==> config.mk <==
export PLATFORM = sky130hd
export DESIGN_NAME = ccff_chain_loader_flat
export DESIGN_NICKNAME = d
export VERILOG_FILES = /design/src/rtl/ccff_chain_loader_if.sv /design/src/rtl/ccff_chain_loader.sv /design/src/flat_wrapper.sv
export SDC_FILE = /design/constraint.sdc
export NUM_CORES = 1
export LEC_CHECK = 0
export CORE_ASPECT_RATIO = 0.5
export CORE_UTILIZATION = 54
export CTS_CLUSTER_SIZE = 24
export DETAILED_ROUTE_END_ITERATION = 8
export HOLD_SLACK_MARGIN = 0.05
export PLACE_DENSITY = 0.89
export SYNTH_ARGS = -nofsm -noshare
export SYNTH_HDL_FRONTEND = slang
export SYNTH_SLANG_ARGS = --single-unit
==> constraint.sdc <==
create_clock -name prog_clk -period 4.4 [get_ports prog_clk]
set_input_delay 0.44 -clock prog_clk [delete_from_list [all_inputs] [get_ports prog_clk]]
set_output_delay 0.44 -clock prog_clk [all_outputs]
set_load 0.005 [all_outputs]
==> src/rtl/ccff_chain_loader_if.sv <==
// Host-side word interface of the configuration chain loader.
// The host (master) offers bitstream words with word_valid. The loader
// (slave) takes a word on any prog_clk edge where word_valid and
// word_ready are both high.
interface ccff_chain_loader_if #(
  parameter int WORD_W = 32
);
  logic [WORD_W-1:0] word_data;
  logic              word_valid;
  logic              word_ready;

  modport master (
    output word_data,
    output word_valid,
    input  word_ready
  );

  modport slave (
    input  word_data,
    input  word_valid,
    output word_ready
  );
endinterface

==> src/rtl/ccff_chain_loader.sv <==
// Configuration bitstream loader for a connection/switch block chain.
//
// Host words are taken from a valid/ready interface and shifted LSB-first
// into the chain through ccff_head. ccff_shift_en goes to the external
// clock gate, so the chain advances only on cycles that carry a real bit.
// Word 0 bit 0 enters first and ends up in the element nearest ccff_tail.
//
// Optional build macro CCFF_READBACK_CRC_EN adds a CRC-16-CCITT over the
// bits that leave ccff_tail during a load. This lets the host verify the
// previous chain contents. Without the macro, readback_crc is tied to 0.
module ccff_chain_loader #(
  parameter int CHAIN_LEN = 42,
  parameter int WORD_W    = 32
) (
  input  logic               prog_clk,
  input  logic               pReset,
  input  logic               cfg_start,
  ccff_chain_loader_if.slave host,
  output logic               ccff_head,
  output logic               ccff_shift_en,
  input  logic               ccff_tail,
  output logic               busy,
  output logic               done,
  output logic [15:0]        readback_crc
);

  localparam int BL_W = $clog2(CHAIN_LEN + 1);
  localparam int WB_W = $clog2(WORD_W + 1);

  localparam logic [1:0] ST_IDLE      = 2'd0;
  localparam logic [1:0] ST_WAIT_WORD = 2'd1;
  localparam logic [1:0] ST_SHIFT     = 2'd2;
  localparam logic [1:0] ST_DONE      = 2'd3;

  logic [1:0]        state;
  logic [WORD_W-1:0] shreg;
  logic [BL_W-1:0]   bits_left;
  logic [WB_W-1:0]   word_bits;
  logic [WB_W-1:0]   word_take;

  // Number of bits to use from the next word: a full word, or only the
  // remainder of the chain on the last word.
  always_comb begin
    // NOTE: every always_comb output gets a default first, so no path leaves it unassigned (no latch).
    word_take = WB_W'(WORD_W);
    if (32'(bits_left) < WORD_W) begin
      word_take = WB_W'(bits_left);
    end
  end

  // Sequencer: start -> take word -> shift its bits -> next word or done.
  always_ff @(posedge prog_clk) begin
    // NOTE: the shift register and counters use the same synchronous reset as the state.
    // This keeps ccff_head and the counters deterministic after reset.
    if (pReset) begin
      state     <= ST_IDLE;
      shreg     <= '0;
      bits_left <= '0;
      word_bits <= '0;
    end else begin
      case (state)
        ST_IDLE: begin
          if (cfg_start) begin
            state     <= ST_WAIT_WORD;
            bits_left <= BL_W'(CHAIN_LEN);
          end
        end
        ST_WAIT_WORD: begin
          if (host.word_valid) begin
            shreg     <= host.word_data;
            word_bits <= word_take;
            state     <= ST_SHIFT;
          end
        end
        ST_SHIFT: begin
          // NOTE: non-blocking assignments, so every branch below tests the pre-edge counter values.
          shreg     <= shreg >> 1;
          word_bits <= word_bits - WB_W'(1);
          bits_left <= bits_left - BL_W'(1);
          if (bits_left == BL_W'(1)) begin
            state <= ST_DONE;
          end else if (word_bits == WB_W'(1)) begin
            state <= ST_WAIT_WORD;
          end
        end
        ST_DONE: begin
          state <= ST_IDLE;
        end
        default: begin
          state <= ST_IDLE;
        end
      endcase
    end
  end

  // All handshake and chain controls decode directly from the state. This
  // gives no extra latency, and shift_en drops on the same edge as a reset.
  assign host.word_ready = (state == ST_WAIT_WORD);
  assign ccff_shift_en   = (state == ST_SHIFT);
  assign ccff_head       = (state == ST_SHIFT) & shreg[0];
  assign busy            = (state == ST_WAIT_WORD) || (state == ST_SHIFT);
  assign done            = (state == ST_DONE);

`ifdef CCFF_READBACK_CRC_EN
  logic [15:0] crc_q;
  logic [15:0] crc_step;

  // One MSB-first CRC-16-CCITT step over the bit currently at ccff_tail.
  always_comb begin
    crc_step = {crc_q[14:0], 1'b0};
    if (crc_q[15] ^ ccff_tail) begin
      crc_step = crc_step ^ 16'h1021;
    end
  end

  // The CRC is reseeded when a load starts. It absorbs one tail bit per
  // shift and otherwise holds, so the result stays readable after done.
  always_ff @(posedge prog_clk) begin
    if (pReset) begin
      crc_q <= 16'hFFFF;
    end else if (state == ST_IDLE && cfg_start) begin
      crc_q <= 16'hFFFF;
    end else if (state == ST_SHIFT) begin
      crc_q <= crc_step;
    end
  end

  assign readback_crc = crc_q;
`else
  logic unused_tail;
  assign unused_tail  = ccff_tail;
  assign readback_crc = 16'h0000;
`endif

endmodule

==> src/flat_wrapper.sv <==
// flat-port wrapper written by rule: the top's interface ports become plain ports
module ccff_chain_loader_flat 
#(
  parameter int CHAIN_LEN = 42,
  parameter int WORD_W    = 32
)
  (prog_clk, pReset, cfg_start, ccff_head, ccff_shift_en, ccff_tail, busy, done, readback_crc, host_word_data, host_word_valid, host_word_ready);
  ccff_chain_loader_if #(.WORD_W(WORD_W)) host_i ();
  input  logic prog_clk;
  input  logic pReset;
  input  logic cfg_start;
  output logic ccff_head;
  output logic ccff_shift_en;
  input  logic ccff_tail;
  output logic busy;
  output logic done;
  output logic [15:0] readback_crc;
  input wire logic [$bits(host_i.word_data)-1:0] host_word_data;
  input wire logic [$bits(host_i.word_valid)-1:0] host_word_valid;
  output wire logic [$bits(host_i.word_ready)-1:0] host_word_ready;
  assign host_i.word_data = host_word_data;
  assign host_i.word_valid = host_word_valid;
  assign host_word_ready = host_i.word_ready;
  ccff_chain_loader #(.CHAIN_LEN(CHAIN_LEN), .WORD_W(WORD_W)) u_core (.prog_clk(prog_clk), .pReset(pReset), .cfg_start(cfg_start), .host(host_i), .ccff_head(ccff_head), .ccff_shift_en(ccff_shift_en), .ccff_tail(ccff_tail), .busy(busy), .done(done), .readback_crc(readback_crc));
endmodule
Word-level counts from Yosys, hierarchy flattened:

Cells that the tools add are included.

* register bits after elaboration: 46
* latch bits: 0
* RAM bits: 0
* memory bits (read-only): 0
* bits of input ports: 37
* output and inout bits: 21
* memories kept: 0

* $add $sub $neg: 2
* $mul: 0
* div/mod/pow operators: 0
* $lt $le $gt $ge: 1
* equality and inequality tests: 8
* shifts and indexed selects: 0
* multiplexer cells: 12
* bitwise logic cells: 1
* reduce and logical (&&, ||, !) cells: 7

Operators with widths (number)
* one-hot mux 32 bit (2 select lines): 1
* 2-to-1 mux 32 bit: 1
* one-hot mux 6 bit (2 select lines): 2
* 2-to-1 mux 6 bit: 3
* == test 6 x 1 -> 1 bit, second input constant: 2
* subtractor 6 x 1 -> 6 bit, second input constant: 2
* 2-to-1 mux 2 bit: 4
* one-hot mux 2 bit (4 select lines): 1
* < comparator 6 bit, second input constant: 1
* == test 2 bit, second input constant: 2
* inequality test 2 bit, second input constant: 2
* AND reduction 2 bit: 2
* nonzero test 2 bit: 2
* inequality test 3 x 1 -> 1 bit, second input constant: 1
* AND reduction 3 bit: 1
* == test 2 x 1 -> 1 bit, second input constant: 1
* zero test 2 bit: 1
* bitwise AND 1 bit: 1
* logical OR 1 bit: 1

Logic depth before layout (Yosys ltp):

* word-level depth: 4
* gate-level depth with buffers: 8
* mapped depth without buffers: 6

Worst setup path before layout:

Ideal clock, no wire load.

* kind: reg-to-reg
* start: reg u_core.state[0]
* end: reg u_core.word_bits[2]
* library setup time: 128 ps
* data arrival time: 1494 ps
* setup slack: 2779 ps
* stages on the path, launching flop included: 8
* buffers on the path: 2
* clock period less this slack: 1621 ps
* cells stage by stage: dfxtp_1 -> inv_1 -> ha_1 -> clkbuf_8 -> mux2_2 -> buf_2 -> a22oi_1 -> nor2_1

* cells in the longest elaborated chain, start to end: 3

Ends and longest elaborated chain
* start: declaration: RTL line ccff_chain_loader.sv:35 `logic [1:0] state;`
* start signal: assignment: RTL line ccff_chain_loader.sv:56 `state <= ST_IDLE;`
* start signal: assignment: RTL line ccff_chain_loader.sv:64 `state <= ST_WAIT_WORD;`
* start signal: assignment: RTL line ccff_chain_loader.sv:72 `state <= ST_SHIFT;`
* == test 2 bit (*)
* via ccff_shift_en: RTL line flat_wrapper.sv:13 `output logic ccff_shift_en;`
* nonzero test 2 bit (no line)
* AND reduction 2 bit (no line)
* end signal: assignment: RTL line ccff_chain_loader.sv:71 `word_bits <= word_take;`
* end signal: assignment: RTL line ccff_chain_loader.sv:78 `word_bits <= word_bits - WB_W'(1);`
* end: declaration: RTL line ccff_chain_loader.sv:38 `logic [WB_W-1:0] word_bits;`

The timed path passes the listed nets; every way through them passes the cells marked *.
A chain may end at the register's enable or synchronous reset.

Final worst setup path:

* start: reg u_core.state[0]
* end: out ccff_head

* cells in the longest elaborated chain, start to end: 2

Ends and longest elaborated chain
* == test 2 bit: RTL line ccff_chain_loader.sv:100 `assign ccff_head = (state == ST_SHIFT) & shreg[0];`
* bitwise AND 1 bit: RTL line ccff_chain_loader.sv:100
* end: declaration: RTL line flat_wrapper.sv:12 `output logic ccff_head;`

Every way passes these cells.

==> reports/qor.yml <==
finish:
  fin_nets: 349
  syn_to_final_growth_pct: 17.2
  final_area_um2: 2880
  drive_gt1_share_pct: 6.25
  fillerInstances: 313
  antennaDiodeCount: 0
critical_path:
  required_ns: 3.96
  reg2reg_slack_ns: 1.66
  endpoint_kind: "primary output"
  worstPathMaxFanout: 30
  slowest_stage: "ha_2"
  start_kind: "register"
  cp_top_family: "buffers and inverters"
  crit_path_cell_trace: "inv_1 > ha_2 > buf_4 > and2_1 > clkdlybuf4s50_1"
  path_buf_inv: 3
  max_stage_delay_ns: 0.61
  crit_arrival_ns: 2.59
  critPathKind: "reg -> out"
floorplan:
  pin_count: 58
  chipWidth_um: 97.4
  dieArea_um2: 4840
  rows: 16
  die_h_um: 49.7
  start_util_pct: 59.6
  fp.coreArea_um2: 4120
timing:
  fmax_mhz: 330
  relSlewSlack_pct: 25.9
  post-route-min-period_ns: 3.03
  final.setup.tns_ns: 0
  tightest_slew_ns: 1.11
  drv_slew: 0
  skew_ns: 0.00692
  setup_viol: 0
  rsz0062_at_grt: "false"
  hold_viol: 0
  period_share_pct: 68.8
yosys:
  postSynth.asyncResetShare_pct: 0
  yosys.area.top_type: "dfxtp_1"
  ys_seq_elements: 46
  yosys-top-cells-area: "dfxtp_1, mux2i_1, a211oi_1"
  syn-cell-area_um2: 2460
  syn_area_per_cell_um2: 9.00
  synth_seq_area_share_pct: 37.5
  synthDominantCellAreaShare_pct: 37.5
  synth_edf_count: 0
  synth_ff_type: "dfxtp_1"
  ys.warnings.count: 0
  synth_cell_types: 40
  syn_inst: 273
global_route:
  grt_max_degree: 71
  grtUsageTotal_pct: 21.2
  grt_pass1_wl_um: 8180
  antenna_found_initial: 0
  grt_pass1_vias: 1790
  overflow: 0
placed_design:
  dpl.hpwl_um: 3380
  portBuffers: 40
  gp_congestion: 0.879
  placed_area_um2: 2770
flow_run:
  maxCapViolations: 0
drt:
  firstDrtPassIters: 4
  via_per_inst: 5.66
  final_antenna_net_count: 0
  wirelength_um: 4900
  drtIter0Drc: 103
  vias: 2028
  wl_per_cell_um: 13.7
  remaining_drc_errors: 0
cts:
  cts_setup_buffers: 0
  cts_sinks: 46
  cts_tree: "yes"
  numCtsBuffers: 5
  cts-hold-fix-buffers: 0
  cts-root-buf: "clkbuf_8"
  cts_resized: 0
  clock_latency_ns: 0.30
  clk_pin_slew_ns: 0.09
  ctsHtreeMaxLevel: 2
  cts_buffer_depth: 2
pwr:
  intPower_mw: 1.08
  leakage_nw: 1.01
  ir_worst_vdd_mv: 0.259
  pwr-share-comb_pct: 43.3
  p_sw_mw: 0.659
  clkPwrFrac_pct: 17.8
  power_frac_seq_pct: 38.9
  pwr_density_cell_nw_per_um2: 604
  switching_share_pct: 37.9
run_status:
  status: "complete, no violations"
min_path:
  hold_class: "reg -> reg"
## state kept, by name, indices dropped and copies added (netlist names)
register          flops
u_core.bits_left      6
u_core.word_bits      6
u_core.state          2
u_core.shreg         32
## layer usage
layer	GRT usage (%)	routed length, um
met2	36.8	2470
met4	8.33	86
met5	0	0
met3	4.54	227
met1	26.0	2110
## power groups by stage
stage / registers [mW] / clock network, mW / logic [mW]
floorplan: 0.650 / 0 / 0.625
global placement: 0.668 / 0 / 0.710
detailed placement: 0.682 / 0 / 0.746
CTS: 0.674 / 0.316 / 0.754
global route: 0.696 / 0.334 / 0.841
finish: 0.676 / 0.310 / 0.753
## worst register-to-register path: stages, from the launching register on
cell     delay, ns
dfxtp_1       0.35
inv_1         0.14
ha_2          0.61
mux2_2        1.03
o21ai_0       0.22
a22oi_1       0.20
nor2_1        0.05
## synth_stat cells, types with 2 or more instances
cell	instances
and3_1	2
buf_4	18
mux2i_1	33
buf_2	6
dfxtp_1	46
clkbuf_1	7
or3_1	2
nand2_1	12
nor4_2	3
nor2_1	40
o21ai_0	8
nor3_1	3
xnor2_1	2
a211oi_1	31
o211ai_1	2
inv_1	9
nor3b_1	2
nand3_1	4
ha_1	9
buf_6	2
a21oi_1	13
## layout by cell type (no fill, tap or decap), types with 2 or more instances in the layout
| cell type | Yosys | layout |
|---|---|---|
| clkinv_2 | 0 | 2 |
| dfxtp_1 | 46 | 46 |
| and3_1 | 2 | 2 |
| nor3_1 | 3 | 3 |
| ha_1 | 9 | 8 |
| clkdlybuf4s50_1 | 0 | 40 |
| a21oi_1 | 13 | 13 |
| inv_1 | 9 | 9 |
| o211ai_1 | 2 | 2 |
| a211oi_1 | 31 | 31 |
| mux2i_1 | 33 | 33 |
| buf_4 | 18 | 2 |
| or3_1 | 2 | 2 |
| nor3b_1 | 2 | 2 |
| clkbuf_8 | 1 | 5 |
| nor2_1 | 40 | 40 |
| o21ai_0 | 8 | 8 |
| xnor2_1 | 2 | 2 |
| nand3_1 | 4 | 4 |
| nor4_2 | 3 | 3 |
| conb_1 | 1 | 16 |
| nand2_1 | 12 | 12 |
## worst paths after layout
kind,startpoint,to,cells past startpoint
max,u_core.state[0],ccff_head,5
min,u_core.shreg[26],u_core.shreg[26],2
max reg2reg,u_core.state[0],u_core.word_bits[2],6
min reg2reg,u_core.shreg[26],u_core.shreg[26],2
## cell families after synthesis
| kind of cell | share of synthesized area [%] |
|---|---|
| compound gates | 17.6 |
| xor+xnor | 0.713 |
| fa+ha+maj | 4.58 |
| buf+inv | 10.6 |
| flops | 37.5 |
| mux | 14.5 |
| other cells | 0.153 |
| simple gates | 14.3 |
## area by class of cell
class,instances,area [um^2],share of cell area (%)
repair buffers,42,415,14.4
clock inverters,3,40.0,1.39
clock buffers,5,68.8,2.39
flip-flops and latches,46,921,32.0
well taps,54,67.6,2.35
multi-input cells,199,1330,46.3
inverters,9,33.8,1.17
## metrics by stage
| stage | instances | setup WS, ns | power, mW | util (%) | hold slack [ns] |
|---|---|---|---|---|---|
| floorplan | 288 | 2.78 | 1.28 | - | 0.432 |
| global placement | 350 | 1.72 | 1.38 | 67.2 | 0.471 |
| detailed placement | 350 | 1.66 | 1.43 | 67.2 | 0.493 |
| CTS | 358 | 1.39 | 1.74 | 69.8 | 0.505 |
| global route | 358 | 1.22 | 1.87 | 69.8 | 0.520 |
| finish | 358 | 1.37 | 1.74 | 69.8 | 0.502 |
Note: power is estimated with default switching activity, not from simulation.
